## config.mk

```make
export PLATFORM = sky130hd
export DESIGN_NAME = div_unit
export DESIGN_NICKNAME = d
export VERILOG_FILES = /design/src/rtl/div_unit.sv
export SDC_FILE = /design/constraint.sdc
export NUM_CORES = 1
export LEC_CHECK = 0
export BUFFER_PORTS_ARGS = -buffer_cell sky130_fd_sc_hd__buf_2
export CORE_ASPECT_RATIO = 1.2
export CORE_UTILIZATION = 62
export DETAILED_ROUTE_END_ITERATION = 12
export GPL_ROUTABILITY_DRIVEN = 0
export HOLD_SLACK_MARGIN = 0.12
export PLACE_DENSITY = 0.84
export SETUP_SLACK_MARGIN = 0.15
export SLEW_MARGIN = 20
export SYNTH_ARGS = -nofsm -noshare
export SYNTH_HDL_FRONTEND = slang
export SYNTH_SLANG_ARGS = --single-unit
```

## constraint.sdc

```tcl
create_clock -name clk -period 12.6 [get_ports clk]
set_input_delay 1.89 -clock clk [delete_from_list [all_inputs] [get_ports clk]]
set_output_delay 1.89 -clock clk [all_outputs]
set_load 0.01 [all_outputs]
```

## src/rtl/div_unit.sv

```systemverilog
// div_unit: multicycle restoring divider for div/divu.
// One quotient bit per clock; HI = remainder, LO = quotient.
module div_unit #(
    parameter int WIDTH = 32
) (
    input  logic             clk,
    input  logic             rst_n,
    input  logic             start,
    input  logic [5:0]       ctl,
    input  logic [WIDTH-1:0] dividend,
    input  logic [WIDTH-1:0] divisor,
    output logic             busy,
    output logic             done,
    output logic [WIDTH-1:0] quotient,
    output logic [WIDTH-1:0] remainder,
    output logic             div_by_zero
);

    localparam logic [5:0] CTL_DIV  = 6'd26;
    localparam logic [5:0] CTL_DIVU = 6'd27;
    localparam int CW = (WIDTH > 1) ? $clog2(WIDTH) : 1;
    localparam logic [CW-1:0] LAST = CW'(WIDTH - 1);

    typedef enum logic [1:0] {
        IDLE,
        RUN,
        DONE
    } state_e;

    state_e           state_q, state_d;
    logic [WIDTH-1:0] acc_q, acc_d;
    logic [WIDTH-1:0] dq_q, dq_d;
    logic [WIDTH-1:0] dvsr_q, dvsr_d;
    logic [CW-1:0]    cnt_q, cnt_d;
    logic             negq_q, negq_d;
    logic             negr_q, negr_d;
    logic [WIDTH-1:0] quot_q, quot_d;
    logic [WIDTH-1:0] rem_q, rem_d;
    logic             dbz_q, dbz_d;

    logic             accept;
    logic             sgn;
    logic             a_neg;
    logic             b_neg;
    logic [WIDTH:0]   acc_sh;
    logic [WIDTH-1:0] diff;
    logic             ge;
    logic [WIDTH-1:0] q_next;
    logic [WIDTH-1:0] r_next;

    assign accept = start && (ctl == CTL_DIV || ctl == CTL_DIVU);
    assign sgn    = (ctl == CTL_DIV);
    assign a_neg  = sgn & dividend[WIDTH-1];
    assign b_neg  = sgn & divisor[WIDTH-1];

    // The accumulator holds a remainder < |divisor|, so after the shift
    // it needs one extra bit; the difference fits back into WIDTH bits.
    assign acc_sh = {acc_q, dq_q[WIDTH-1]};
    assign ge     = (acc_sh >= {1'b0, dvsr_q});
    assign diff   = acc_sh[WIDTH-1:0] - dvsr_q;
    assign q_next = {dq_q[WIDTH-2:0], ge};
    assign r_next = ge ? diff : acc_sh[WIDTH-1:0];

    // Next-state and datapath update for the IDLE/RUN/DONE sequence
    always_comb begin
        state_d = state_q;
        acc_d   = acc_q;
        dq_d    = dq_q;
        dvsr_d  = dvsr_q;
        cnt_d   = cnt_q;
        negq_d  = negq_q;
        negr_d  = negr_q;
        quot_d  = quot_q;
        rem_d   = rem_q;
        dbz_d   = dbz_q;
        unique case (state_q)
            IDLE: begin
                if (accept) begin
                    dq_d   = a_neg ? -dividend : dividend;
                    dvsr_d = b_neg ? -divisor : divisor;
                    acc_d  = '0;
                    cnt_d  = '0;
                    negq_d = a_neg ^ b_neg;
                    negr_d = a_neg;
                    if (divisor == '0) begin
                        quot_d  = '1;
                        rem_d   = dividend;
                        dbz_d   = 1'b1;
                        state_d = DONE;
                    end else begin
                        dbz_d   = 1'b0;
                        state_d = RUN;
                    end
                end
            end
            RUN: begin
                acc_d = r_next;
                dq_d  = q_next;
                cnt_d = cnt_q + 1'b1;
                if (cnt_q == LAST) begin
                    quot_d  = negq_q ? -q_next : q_next;
                    rem_d   = negr_q ? -r_next : r_next;
                    state_d = DONE;
                end
            end
            DONE: begin
                state_d = IDLE;
            end
            default: begin
                state_d = IDLE;
            end
        endcase
    end

    // State and datapath registers, cleared asynchronously
    always_ff @(posedge clk or negedge rst_n) begin
        if (!rst_n) begin
            state_q <= IDLE;
            acc_q   <= '0;
            dq_q    <= '0;
            dvsr_q  <= '0;
            cnt_q   <= '0;
            negq_q  <= 1'b0;
            negr_q  <= 1'b0;
            quot_q  <= '0;
            rem_q   <= '0;
            dbz_q   <= 1'b0;
        end else begin
            state_q <= state_d;
            acc_q   <= acc_d;
            dq_q    <= dq_d;
            dvsr_q  <= dvsr_d;
            cnt_q   <= cnt_d;
            negq_q  <= negq_d;
            negr_q  <= negr_d;
            quot_q  <= quot_d;
            rem_q   <= rem_d;
            dbz_q   <= dbz_d;
        end
    end

    assign busy        = (state_q == RUN);
    assign done        = (state_q == DONE);
    assign quotient    = quot_q;
    assign remainder   = rem_q;
    assign div_by_zero = dbz_q;

endmodule

```

==> flow_summary.rst <==
.. list-table::
   :header-rows: 1

   * - Metric
     - Value
   * - Port Buf Inserts
     - 139
   * - Area contributors post-synth
     - dfrtp_1 35%, nand2_1 5.6%, o21ai_0 5.6%
   * - Synth Area in XOR/XNOR
     - 8.44%
   * - Final HPWL from detailed placement
     - 24600 um
   * - Data arrival time of the critical path
     - 5980 ps
   * - Slowest CP cell
     - a222oi_1
   * - Pleak
     - 0.00564 uW
   * - Buffer and inverter count on the worst path
     - 3
   * - H-Tree Depth
     - 4
   * - Share of Yosys cell area claimed by the top area cell type
     - 34.7%
   * - Wire length of the first global-routing pass
     - 55300 um
   * - Post-Place Cells
     - 1851
   * - Routed via count
     - 12161
   * - Switching power total
     - 1830 uW
   * - Synth Area in Compound Gates
     - 23.8%
   * - Final-stage net count
     - 1726
   * - Antenna diode instance count
     - 0
   * - CTS resizes
     - 0
   * - Initial standard-cell utilization of the core
     - 64.0%
   * - Period Utilization, post-route
     - 45.0%
   * - Final hold viol count
     - 0
   * - Sw Share
     - 49.6%
   * - Result of the run
     - finished, final reports clean
   * - Critical Path Start Type
     - flip-flop
   * - Most frequent cell after synthesis
     - nand2_1
   * - Longest individual stage delay on the worst path
     - 740 ps
   * - Max-slew violation count
     - 0
   * - Layout cells sized above 1
     - 13.0%
   * - Average via count per standard cell
     - 6.46
   * - Max-cap violations
     - 0
   * - Type of element capturing the critical path
     - flip-flop
   * - Cell type group with the largest total delay on the critical path
     - compound AO/OA/AOI/OAI gates
   * - Class of the tightest hold or removal check
     - flip-flop to flip-flop
   * - DIE WIDTH
     - 130 um
   * - Remaining design rule violation count
     - 0
   * - Count of warnings emitted by yosys
     - 0
   * - Remaining global-route overflow
     - 0
   * - GR Util All Layers
     - 34.4%
   * - Detailed-routing iteration count for the pre-antenna-repair pass
     - 6
   * - Post-synthesis cell type count
     - 77
   * - Combinational cell fraction of total power
     - 58.8%
   * - Std cell rows
     - 55
   * - Portion of total power attributed to the clock network
     - 14.1%
   * - Category of the critical setup timing path
     - flip-flop to flip-flop
   * - Clock transition at the register clock pins on the worst setup and hold paths after CTS
     - 70 ps
   * - RSZ-0062 raised after global routing
     - false
   * - Number of buffers between clock root and the deepest sink
     - 2
   * - Cells along the critical path
     - ha_1 -> and2_1 -> a21oi_1 -> o311ai_1 -> or3_1 -> o211ai_2 -> nand2_1 -> inv_1 -> buf_4 -> mux2i_1 -> ha_1 -> inv_1 -> a2111o_1 -> a222oi_1 -> nand3_1 -> o41ai_2 -> xnor2_1 -> o21ai_1
   * - Total of endpoints with negative setup slack in the final report
     - 0
   * - Post-DR wirelength/cell
     - 18.0 um
   * - Final Skew
     - 11.3 ps
   * - Timing-limited maximum frequency
     - 0.176 GHz
   * - Vert. Die Dim
     - 156 um
   * - Leading cell types by count after synthesis
     - 184 x nand2_1, 170 x dfrtp_1, 137 x o21ai_0, 131 x nor2_1, 119 x a21oi_1
   * - Adder-cell share of the synthesized area
     - 4.04%
   * - Required time reported for the critical path endpoint
     - 12910 ps
   * - Setup tns final
     - 0 ps
   * - Die area
     - 20300 sq um
   * - Max VDD drop
     - 0.162 mV
   * - Number of flops mapped to enable cells by yosys
     - 0
   * - Portion of the post-synthesis area used by sequential elements
     - 34.7%
   * - TritonCTS clock tree
     - done
   * - Leading register cell type out of synthesis
     - dfrtp_1
   * - Minimum period implied by the final worst setup slack
     - 5670 ps
   * - DR iter-0 viols
     - 1246
   * - Core region area
     - 19100 sq um
   * - Clk sink count
     - 170
   * - Combined area of all synthesized cells
     - 12300 sq um
   * - Largest area contributor in the netlist
     - dfrtp_1
   * - Cell area after layout
     - 13600 sq um
   * - Synthesized Nets
     - 1645
   * - Clk Latency, worst-skew pair
     - 440 ps
   * - Simple-gate share of the synthesized area
     - 21.5%
   * - Number of cells produced by synthesis
     - 1533
   * - Final cell count without fillers
     - 1883
   * - Mux share of post-synthesis cell area
     - 2.90%
   * - Mean Syn Cell Area
     - 7.99 sq um
   * - Remaining antenna violation count
     - 0
   * - Share of synthesized flip-flops with an asynchronous set or reset
     - 100%
   * - Sequential fraction of design power
     - 27.1%
   * - Initial antenna violation count
     - 0
   * - Area growth from synthesis to layout
     - 11.1%
   * - CTS Buf Count
     - 17
   * - Maximum number of pins on one net before global-route repair
     - 103
   * - Worst-Margin Slew
     - 1070 ps
   * - Power density of the placed cells
     - 271 nW/um^2
   * - Internal power of the cells
     - 1860 uW
   * - Hold Buf Count CTS
     - 0
   * - Post-CTS repair timing setup buffer count
     - 0
   * - Main combinational cell family by area after synthesis
     - compound AO/OA/AOI/OAI gates
   * - Clock tree root driver cell
     - clkbuf_16
   * - Top fanout value on the critical path
     - 34
   * - Number of global-route vias before repair
     - 11369
   * - Total of flip-flops plus latches after synthesis
     - 170
   * - Area of placed instances
     - 13000 sq um
   * - Routed wire length
     - 33900 um
   * - Slew headroom
     - 28.2%
   * - Top-level port count
     - 140
[power by group through the flow]
stage	clock network [uW]	registers, uW	logic, uW
6_report	522	1000	2170
3_5_place_dp	0	1000	2110
3_3_place_gp	0	990	2050
2_1_floorplan	0	971	1550
4_1_cts	523	993	2130
5_1_grt	544	1030	2400
[worst register-to-register path, delay by kind of cell (launching register included)]
kind | cells | cell delay (ps)
xor+xnor | 1 | 160
fa+ha+maj | 2 | 670
simple gates | 4 | 1120
buf+inv | 3 | 500
flops | 1 | 460
compound gates | 7 | 2290
mux | 1 | 350
[logic make-up (layout without fill, tap and decap cells)]
family / count (synthesis) / count (layout)
simple gates: 556 / 556
compound gates: 467 / 467
mux: 35 / 35
flops: 170 / 170
fa+ha+maj: 39 / 39
buf+inv: 148 / 242
xor+xnor: 118 / 118
[per-stage QoR]
step	hold slack (ps)	total power [uW]	util, %	setup slack [ps]
final	480	3700	71.2	6930
after floorplan	449	2520	-	7570
after global routing	510	3970	71.2	6490
after detailed placement	470	3110	68.1	6580
after CTS	486	3640	71.2	7020
after global placement	461	3040	68.1	6780
[placed cells by master, fill, tap and decap left out, types with 38 or more instances in the layout]
cell type  instances
a21oi_1          119
a31oi_1           47
buf_2            138
dfrtp_1          170
ha_1              38
inv_1             56
nand2_1          184
nand3_1           61
nor2_1           130
o21ai_0          137
xnor2_1           56
xor2_1            62
[state kept, by name (all words and copies together), names as in the netlist]
signal       cells
cnt_q            5
acc_q           32
negr_q           1
dq_q            32
div_by_zero      1
quotient        32
dvsr_q          32
remainder       32
negq_q           1
state_q          2
[worst paths after layout]
kind                            start       endpoint  slack, ps  cells after the start
setup reg to reg             acc_q[6]  remainder[28]       6930                     18
hold reg to reg            dvsr_q[17]     dvsr_q[17]        480                      2
min in group asynchronous       rst_n        dq_q[8]       1520                      1
max in group asynchronous       rst_n   quotient[23]       9660                      2
setup / recovery             acc_q[6]  remainder[28]       6930                     18
hold / removal             dvsr_q[17]     dvsr_q[17]        480                      2
[layout make-up]
cell class	instances	area (sq um)
multi-input cells	1215	7440
fillers	1597	5510
flip-flops and latches	170	4250
repair buffers	152	800
clock buffers	19	453
well taps	256	320
inverters	58	218
clock inverters	13	129
[routing by layer]
metal	global-route usage (%)	vias to the layer above	share of wire (%)	routed length, um
met3	4.77	91	7.7	2610
met2	57.6	613	48	16300
met1	43.8	5724	41	13800
li1	-	5733	-	-
met4	15.8	0	3.4	1140
met5	0	-	0	0
Power figures use the tool's default switching activity.
